**config.mk**
```make
export PLATFORM = sky130hd
export DESIGN_NAME = bcd_updown_timer
export DESIGN_NICKNAME = d
export VERILOG_FILES = /design/src/rtl/timer_pkg.sv /design/src/rtl/bcd_digit.sv /design/src/rtl/bcd_updown_timer.sv
export SDC_FILE = /design/constraint.sdc
export NUM_CORES = 1
export LEC_CHECK = 0
export BUFFER_PORTS_ARGS = -buffer_cell sky130_fd_sc_hd__buf_2
export CAP_MARGIN = 20
export CORE_MARGIN = 5
export CORE_UTILIZATION = 59
export DETAILED_ROUTE_END_ITERATION = 8
export HOLD_SLACK_MARGIN = 0.02
export PLACE_DENSITY_LB_ADDON = 0.1
export SETUP_SLACK_MARGIN = 0.4
export SYNTH_ARGS = -nofsm -noshare
export SYNTH_HDL_FRONTEND = slang
export SYNTH_SLANG_ARGS = --single-unit
```
**constraint.sdc**
```tcl
create_clock -name clk -period 4.1 [get_ports clk]
set_clock_uncertainty 0.15 [all_clocks]
set_input_delay 0.615 -clock clk [delete_from_list [all_inputs] [get_ports clk]]
set_output_delay 0.615 -clock clk [all_outputs]
set_load 0.01 [all_outputs]
```
**src/rtl/timer_pkg.sv**
```systemverilog
// Shared types and constants for the BCD up/down timer.
// The state encoding is what appears on state_o and the debug LEDs.
package timer_pkg;

  typedef enum logic [2:0] {
    S_IDLE  = 3'd0,
    S_RUN   = 3'd1,
    S_PAUSE = 3'd2,
    S_DONE  = 3'd3
  } state_t;

  localparam int SEL_DIR  = 1;
  localparam int SEL_LOAD = 0;

  localparam logic [3:0] BCD_MAX = 4'd9;

  // Non-decimal nibbles in a preset are treated as 9.
  function automatic logic [3:0] clampBcd(input logic [3:0] nib);
    return (nib > BCD_MAX) ? BCD_MAX : nib;
  endfunction

endpackage

```
**src/rtl/bcd_digit.sv**
```systemverilog
// One BCD digit of the timer: a 4-bit register that loads, counts up or down,
// and passes carry/borrow to the next more significant digit.
module bcd_digit
  import timer_pkg::*;
(
  input  logic       clk,
  input  logic       reset,
  input  logic       inc,
  input  logic       dec,
  input  logic       load,
  input  logic [3:0] load_val,
  input  logic       cin,
  input  logic       bin,
  output logic [3:0] value,
  output logic       cout,
  output logic       bout
);

  logic [3:0] r_q;
  logic       w_up;
  logic       w_dn;

  assign w_up  = inc & cin;
  assign w_dn  = dec & bin;
  assign cout  = w_up & (r_q == BCD_MAX);
  assign bout  = w_dn & (r_q == 4'd0);
  assign value = r_q;

  // Load wins over counting so IDLE/abort always show a clean preset.
  always_ff @(posedge clk or negedge reset) begin
    if (!reset) begin
      r_q <= 4'd0;
    end else if (load) begin
      r_q <= load_val;
    end else if (w_up) begin
      r_q <= (r_q == BCD_MAX) ? 4'd0 : r_q + 4'd1;
    end else if (w_dn) begin
      r_q <= (r_q == 4'd0) ? BCD_MAX : r_q - 4'd1;
    end
  end

endmodule

```
**src/rtl/bcd_updown_timer.sv**
```systemverilog
// BCD up/down timer: button synchroniser, preset mux, control FSM and a
// chain of bcd_digit registers that count directly in decimal.
module bcd_updown_timer
  import timer_pkg::*;
#(
  parameter int unsigned NDIG = 4,
  parameter bit          WRAP = 1'b0
) (
  input  logic              clk,
  input  logic              reset,
  input  logic              tick,
  input  logic              start_btn,
  input  logic              abort,
  input  logic [1:0]        select,
  input  logic [4*NDIG-1:0] load_val,
  output logic [4*NDIG-1:0] digits,
  output logic              running,
  output logic              done,
  output logic [2:0]        state_o
);

  state_t r_state;
  state_t w_next;

  logic r_sync1;
  logic r_sync2;
  logic r_prev;
  logic r_rise;
  logic r_dir;
  logic r_running;
  logic r_done;

  logic [4*NDIG-1:0] w_preset;
  logic [4*NDIG-1:0] w_digits;
  logic [NDIG:0]     w_carry;
  logic [NDIG:0]     w_borrow;
  logic              w_atTerm;
  logic              w_load;
  logic              w_stepUp;
  logic              w_stepDn;
  logic              w_doneNext;

  always_comb begin
    w_preset = '0;
    for (int i = 0; i < int'(NDIG); i++) begin
      if (select[SEL_LOAD]) begin
        w_preset[4*i +: 4] = clampBcd(load_val[4*i +: 4]);
      end else begin
        w_preset[4*i +: 4] = select[SEL_DIR] ? BCD_MAX : 4'd0;
      end
    end
  end

  assign w_atTerm = r_dir ? (w_digits == '0) : (w_digits == {NDIG{BCD_MAX}});

  // The two-flop synchroniser and edge detector are kept through abort so a
  // held button cannot produce a second press.
  always_ff @(posedge clk or negedge reset) begin
    if (!reset) begin
      r_sync1 <= 1'b0;
      r_sync2 <= 1'b0;
      r_prev  <= 1'b0;
      r_rise  <= 1'b0;
    end else begin
      r_sync1 <= start_btn;
      r_sync2 <= r_sync1;
      r_prev  <= r_sync2;
      r_rise  <= r_sync2 & ~r_prev;
    end
  end

  always_comb begin
    w_next = r_state;
    if (abort) begin
      w_next = S_IDLE;
    end else begin
      unique case (r_state)
        S_IDLE:  if (r_rise) w_next = S_RUN;
        S_RUN: begin
          if (!WRAP && w_atTerm) begin
            w_next = S_DONE;
          end else if (r_rise) begin
            w_next = S_PAUSE;
          end
        end
        S_PAUSE: if (r_rise) w_next = S_RUN;
        S_DONE:  if (r_rise) w_next = S_IDLE;
        default: w_next = S_IDLE;
      endcase
    end
  end

  assign w_load   = (r_state == S_IDLE) || (w_next == S_IDLE);
  assign w_stepUp = (r_state == S_RUN) & tick & ~abort & ~r_dir & ~(!WRAP && w_atTerm);
  assign w_stepDn = (r_state == S_RUN) & tick & ~abort &  r_dir & ~(!WRAP && w_atTerm);

  // With wrapping, a carry/borrow out of the top digit is exactly the wrap event.
  assign w_doneNext = WRAP ? (w_carry[NDIG] | w_borrow[NDIG])
                           : (~abort & (r_state == S_RUN) & w_atTerm);

  always_ff @(posedge clk or negedge reset) begin
    if (!reset) begin
      r_state   <= S_IDLE;
      r_dir     <= 1'b0;
      r_running <= 1'b0;
      r_done    <= 1'b0;
    end else begin
      r_state   <= w_next;
      r_running <= (w_next == S_RUN);
      r_done    <= w_doneNext;
      if (abort) begin
        r_dir <= 1'b0;
      end else if (r_state == S_IDLE && w_next == S_RUN) begin
        r_dir <= select[SEL_DIR];
      end
    end
  end

  assign w_carry[0]  = 1'b1;
  assign w_borrow[0] = 1'b1;

  for (genvar g = 0; g < int'(NDIG); g++) begin : g_digit
    bcd_digit u_digit (
      .clk      (clk),
      .reset    (reset),
      .inc      (w_stepUp),
      .dec      (w_stepDn),
      .load     (w_load),
      .load_val (w_preset[4*g +: 4]),
      .cin      (w_carry[g]),
      .bin      (w_borrow[g]),
      .value    (w_digits[4*g +: 4]),
      .cout     (w_carry[g+1]),
      .bout     (w_borrow[g+1])
    );
  end

  assign digits  = w_digits;
  assign running = r_running;
  assign done    = r_done;
  assign state_o = r_state;

endmodule
```
# Yosys cells after proc, flatten, opt, wreduce, memory -nomap -nowiden
# Cells that the tools add are included.
# word_totals
inputBits	23
register_bits	26
out_inout_bits	21
# classes
bitwise	25
n_addsub	8
n_reduce_logical	15
muxes	38
n_lt_le_gt_ge	4
n_eq_ne	9
# op_table
operator	n
4-bit two-way mux	29
1-bit AND	21
4-bit by 1-bit adder with 4-bit output (second input constant)	4
16-bit == test (second input constant)	1
4-bit == test (second input constant)	4
4-bit > comparator (second input constant)	4
16-bit logical NOT	1
4-bit logical NOT	4
4-bit by 1-bit subtractor with 4-bit output (second input constant)	4
3-bit two-way mux	5
3-bit nonzero test	4
3-bit one-hot mux with 3 select lines	1
3-bit by 1-bit == test with 1-bit output (second input constant)	2
3-bit by 2-bit == test with 1-bit output (second input constant)	2
3-bit logical NOT	2
1-bit NOT	4
1-bit two-way mux	3
2-bit nonzero test	1
2-bit OR reduction	1
1-bit logical AND	1
1-bit logical OR	1

# Logic depth before layout (Yosys ltp)
# depth
word_depth	14
mapped_depth	8
ltp_nobuf	6

# By module
# From an unflattened synthesis, not the netlist that was laid out.
# unflattened
cells_unflattened	246
hier_area_um2	2099.5
# by_module_without_submodules
mod	n_inst	cells_per_inst	area_each_um2
bcd_digit	4	43	355.3
bcd_updown_timer	1	74	678.2

# Worst setup path before layout
# OpenSTA, ideal clock, no wires.
# synth_path
path_kind	input to register
start	input port abort
end	register g_digit[2].u_digit.r_q[3]
arrival_ns	2.175
slack_ns	1.647
setup_time_ns	0.129
path_stages	6
path_cell_list	nor4b_4 > nand4_2 > nor3_4 > mux2_1 > a2111oi_2 > nor2_1
# synth_between
elab_chain_len	10
elab_cells_between_ends	20
classes_between	3 x mux; 14 x bitwise; 3 x reduce/logical
# synth_lines
element	line_no	source
from (decl)	bcd_updown_timer.sv:13	input logic abort,
1-bit NOT	bcd_updown_timer.sv:94, bcd_updown_timer.sv:95	
1-bit AND	bcd_updown_timer.sv:94, bcd_updown_timer.sv:95	
1-bit AND (2 in series)	bcd_updown_timer.sv:94	assign w_stepUp = (r_state == S_RUN) & tick & ~abort & ~r_dir & ~(!WRAP && w_atTerm);
1-bit AND	bcd_digit.sv:25	assign cout = w_up & (r_q == BCD_MAX);
1-bit AND	bcd_digit.sv:23	assign w_up = inc & cin;
1-bit AND	bcd_digit.sv:25	
1-bit AND	bcd_digit.sv:23	
4-bit two-way mux	bcd_digit.sv:35	end else if (w_up) begin
4-bit two-way mux	bcd_digit.sv:33	end else if (load) begin
to (signal assigned)	bcd_digit.sv:34	r_q <= load_val;
to (signal assigned)	bcd_digit.sv:36	r_q <= (r_q == BCD_MAX) ? 4'd0 : r_q + 4'd1;
to (signal assigned)	bcd_digit.sv:38	r_q <= (r_q == 4'd0) ? BCD_MAX : r_q - 4'd1;
to (decl)	bcd_digit.sv:19	logic [3:0] r_q;
# Parallel ways exist; a longest one is shown, timed or not.
# A chain may end at the register's enable or synchronous reset.

# Final worst setup path
# layout_path
start	register r_state[0] (netlist: state_o[0])
end	register g_digit[2].u_digit.r_q[3]
# layout_between
elab_chain_len	11
elab_cells_between_ends	30
classes_between	3 x eq/ne; 8 x mux; 14 x bitwise; 5 x reduce/logical
# layout_lines
element	line_no	source
from (decl)	bcd_updown_timer.sv:22	state_t r_state;
from (signal assigned)	bcd_updown_timer.sv:108	r_state <= w_next;
3-bit by 1-bit == test with 1-bit output	bcd_updown_timer.sv:77, bcd_updown_timer.sv:94, bcd_updown_timer.sv:95	
1-bit AND (2 in series)	bcd_updown_timer.sv:94, bcd_updown_timer.sv:95	
1-bit AND (2 in series)	bcd_updown_timer.sv:94	
1-bit AND	bcd_digit.sv:25	
1-bit AND	bcd_digit.sv:23	
1-bit AND	bcd_digit.sv:25	
1-bit AND	bcd_digit.sv:23	
4-bit two-way mux	bcd_digit.sv:35	
4-bit two-way mux	bcd_digit.sv:33	
# Parallel ways exist; a longest one is shown, timed or not.

==> results.toml <==
[logic_synthesis]
avgSynthCellArea_um2 = 8.25
yosysTopAreaCellShare_pct = 30.8
synthAdderAreaFrac_pct = 0
netlist_instances = 256
synth_enable_flop_cells = 0
yosysWarnings = 0
synth_compound_area_share_pct = 23.0
synth_ff_type = "dfrtp_1"
synthXorXnorAreaFrac_pct = 2.49
ys_seq_elements = 26
syn_area_um2 = 2110
async_flop_share_pct = 100
synth_seq_area_share_pct = 30.8
yosys.area.top_type = "dfrtp_1"
synth_nets = 279
synth_simple_gate_area_share_pct = 33.0
synth_mux_area_share_pct = 3.43
synth_area_leaders = "dfrtp_1 31%, nand2_1 5.3%, o21ai_0 4.5%"
synth_top_family_by_area = "simple AND/OR/NAND/NOR gates"
synth_cell_types = 66

[setup_path]
reg2regPathDepth = 6
cp_top_family = "simple AND/OR/NAND/NOR gates"
path_max_fanout = 10
crit_chain = "nor4b_4 > nand4_2 > nor3_4 > mux2_1 > a2111oi_2 > nor2_1"
cp_data_arrival_time_ns = 2.59
required_ns = 4.17
crit_path_max_incr_delay_ns = 0.54
path_buf_inv = 0
reg2reg_setup_slack_ns = 1.58
critPathSlowestCell = "dfrtp_1"
setup.worst_path.end_class = "flop"
worstSetupPathType = "flop to flop"
start_kind = "flop"
r2r_start = "state_o[0]"
reg2reg_to = "g_digit[2].u_digit.value[3]"

[timing]
fin_crit_sh_pct = 61.5
fmax_ghz = 0.397
fin_ws_ns = 1.58
final.setup.tns_ns = 0
worst_pin_slew_ns = 0.591
grt_setup_unrepaired = "false"
timing.hold.ws_ns = 0.108
period_minus_slack_ns = 2.52
hold_violations = 0
setup_viol = 0
slew_violations = 0
slew_headroom_pct = 60.6

[die]
io_pins = 44
fp.coreArea_um2 = 3390
rows = 21
start_util_pct = 62.3
die_h_um = 69.9
dieArea_um2 = 4880
die_x_um = 69.9

[global_routing]
grt_max_degree = 27
antenna_found_initial = 0
grt_pass1_vias = 1908
gr-total-overflow = 0
grt_pass1_wl_um = 8790
track_usage_pct = 21.4

[cts]
cts-htree-levels = 1
cts_setup_buffers = 0
cts_sinks = 26
postCtsHoldBufs = 0
cts_tree = "yes"
cts.clk_slew.worst_paths_ns = 0.16
numCtsBuffers = 3
clock_latency_ns = 0.33
ctsRootBufferMaster = "clkbuf_4"
clockBufferDepth = 2
post_cts_resized = 0

[detailed_routing]
via_per_inst = 6.13
vias = 2029
wirelength_um = 5250
drt_pre_antenna_iters = 4
final_antenna_net_count = 0
drc = 0
drtIter0Drc = 161
wl_per_cell_um = 15.9

[final_layout]
drive_above_1_share_pct = 24.2
area_growth_pct = 10.4
fin_nets = 309
n_fill_cell = 293
fin_area_um2 = 2330
diodes = 0

[run_status]
outcome = "finished, final reports clean"

[pwr]
cellPowerDensity_nw_per_um2 = 260
peakVddDrop_mv = 0.154
p_leak_nw = 0.950
total_power_mw = 0.608

[place]
dp_hpwl_um = 3820
place_congestion = 0.906
dp_slack_ns = 1.33
place_area_um2 = 2280
port_buffers = 43

[min_path]
hold_class = "input port to asynchronous set/reset pin"

[run]
max_cap_viol_count = 0
## Yosys cell counts (all sizes together), types with 2 or more instances
library cell / count
nand4bb: 3
o221ai: 3
nor2: 24
buf: 13
nand2b: 7
xor2: 3
o2bb2ai: 2
a21oi: 12
o21ai: 20
mux2i: 5
nor3: 11
nor2b: 6
nand3: 8
nand2: 30
o2111ai: 3
mux2: 2
a211oi: 3
inv: 8
o22ai: 3
dfrtp: 26
o31ai: 2
nor4: 7
a31oi: 9
and2: 3
o211ai: 4
clkbuf: 7
or2: 2
nor3b: 5
xnor2: 3
nand4: 2
## area by class of cell
type	count	area, um^2	area share (%)
Clock buffer	3	22.5	0.965
Multi-Input combinational cell	202	1310	56.2
Clock inverter	1	30.0	1.29
Timing Repair Buffer	45	230	9.87
Sequential cell	26	651	27.9
Tap cell	46	57.6	2.47
Inverter	8	30.0	1.29
## worst max-delay path by stage
stage	from	to	slack (ns)	depth (start not counted)
after floorplan	abort	g_digit[2].u_digit.value[3]	1.65	6
after global placement	abort	g_digit[2].u_digit.value[3]	1.40	7
after detailed placement	abort	g_digit[2].u_digit.value[3]	1.33	7
after CTS	state_o[1]	g_digit[2].u_digit.value[3]	1.58	6
after global routing	state_o[0]	g_digit[2].u_digit.value[3]	1.41	6
final	state_o[0]	g_digit[2].u_digit.value[3]	1.58	6
## where the power goes
group / leakage (nW) / internal [mW] / total [mW] / switching, mW
logic: 0.595 / 0.0543 / 0.119 / 0.0645
registers: 0.328 / 0.270 / 0.308 / 0.0379
clock network: 0.0279 / 0.0988 / 0.181 / 0.0822
total: 0.950 / 0.423 / 0.608 / 0.185
## registers in the layout (all words and copies together), names as in the netlist
signal,cells
done,1
g_digit.u_digit.value,16
r_dir,1
r_prev,1
r_rise,1
r_sync1,1
r_sync2,1
running,1
state_o,3
## worst reg2reg max path, cell delays in order (launching register included)
cell and delay [ns]:
dfrtp_1 0.54, nor4b_4 0.45, nand4_2 0.22, nor3_4 0.25, mux2_1 0.36, a2111oi_2 0.35, nor2_1 0.10
## through the flow
stage	utilization [%]	cells
after floorplan	-	256
after global placement	67.3	327
after detailed placement	67.3	327
after CTS	68.8	331
after global routing	68.8	331
final	68.8	331
## logic make-up after synthesis
family                    Yosys count
AOI/OAI and AO/OA                  72
xor gates and xnor gates            6
muxes                               7
DFF                                26
buffers and inverters              28
and+or+nand+nor                   116
other                               1
## layout by cell type (no fill, tap or decap), types with 2 or more instances in the layout
cell type	netlist	layout
a211oi_1	3	3
a21oi_1	11	11
a31oi_1	9	9
and2_1	2	2
buf_2	7	43
buf_4	1	2
clkbuf_4	0	3
dfrtp_1	26	26
inv_1	8	8
mux2i_1	5	5
nand2_1	30	30
nand2b_1	6	6
nand3_1	7	7
nand4bb_1	3	3
nor2_1	23	23
nor2b_1	6	6
nor3_1	9	9
nor3b_1	5	5
nor4_1	4	4
nor4_2	3	3
o2111ai_1	3	3
o211ai_1	4	4
o21ai_0	19	19
o221ai_1	3	3
o22ai_1	3	3
o2bb2ai_1	2	2
o31ai_1	2	2
xnor2_1	3	3
xor2_1	3	3
## layer usage
layer | up-vias | routed length (um) | global-route usage [%]
met3 | 4 | 364 | 3.01
met4 | 0 | 40 | 4.04
met5 | - | 0 | 0
li1 | 1000 | - | -
met1 | 952 | 2330 | 29.5
met2 | 73 | 2520 | 36.0
No activity file was read; power rests on OpenSTA's default activity.
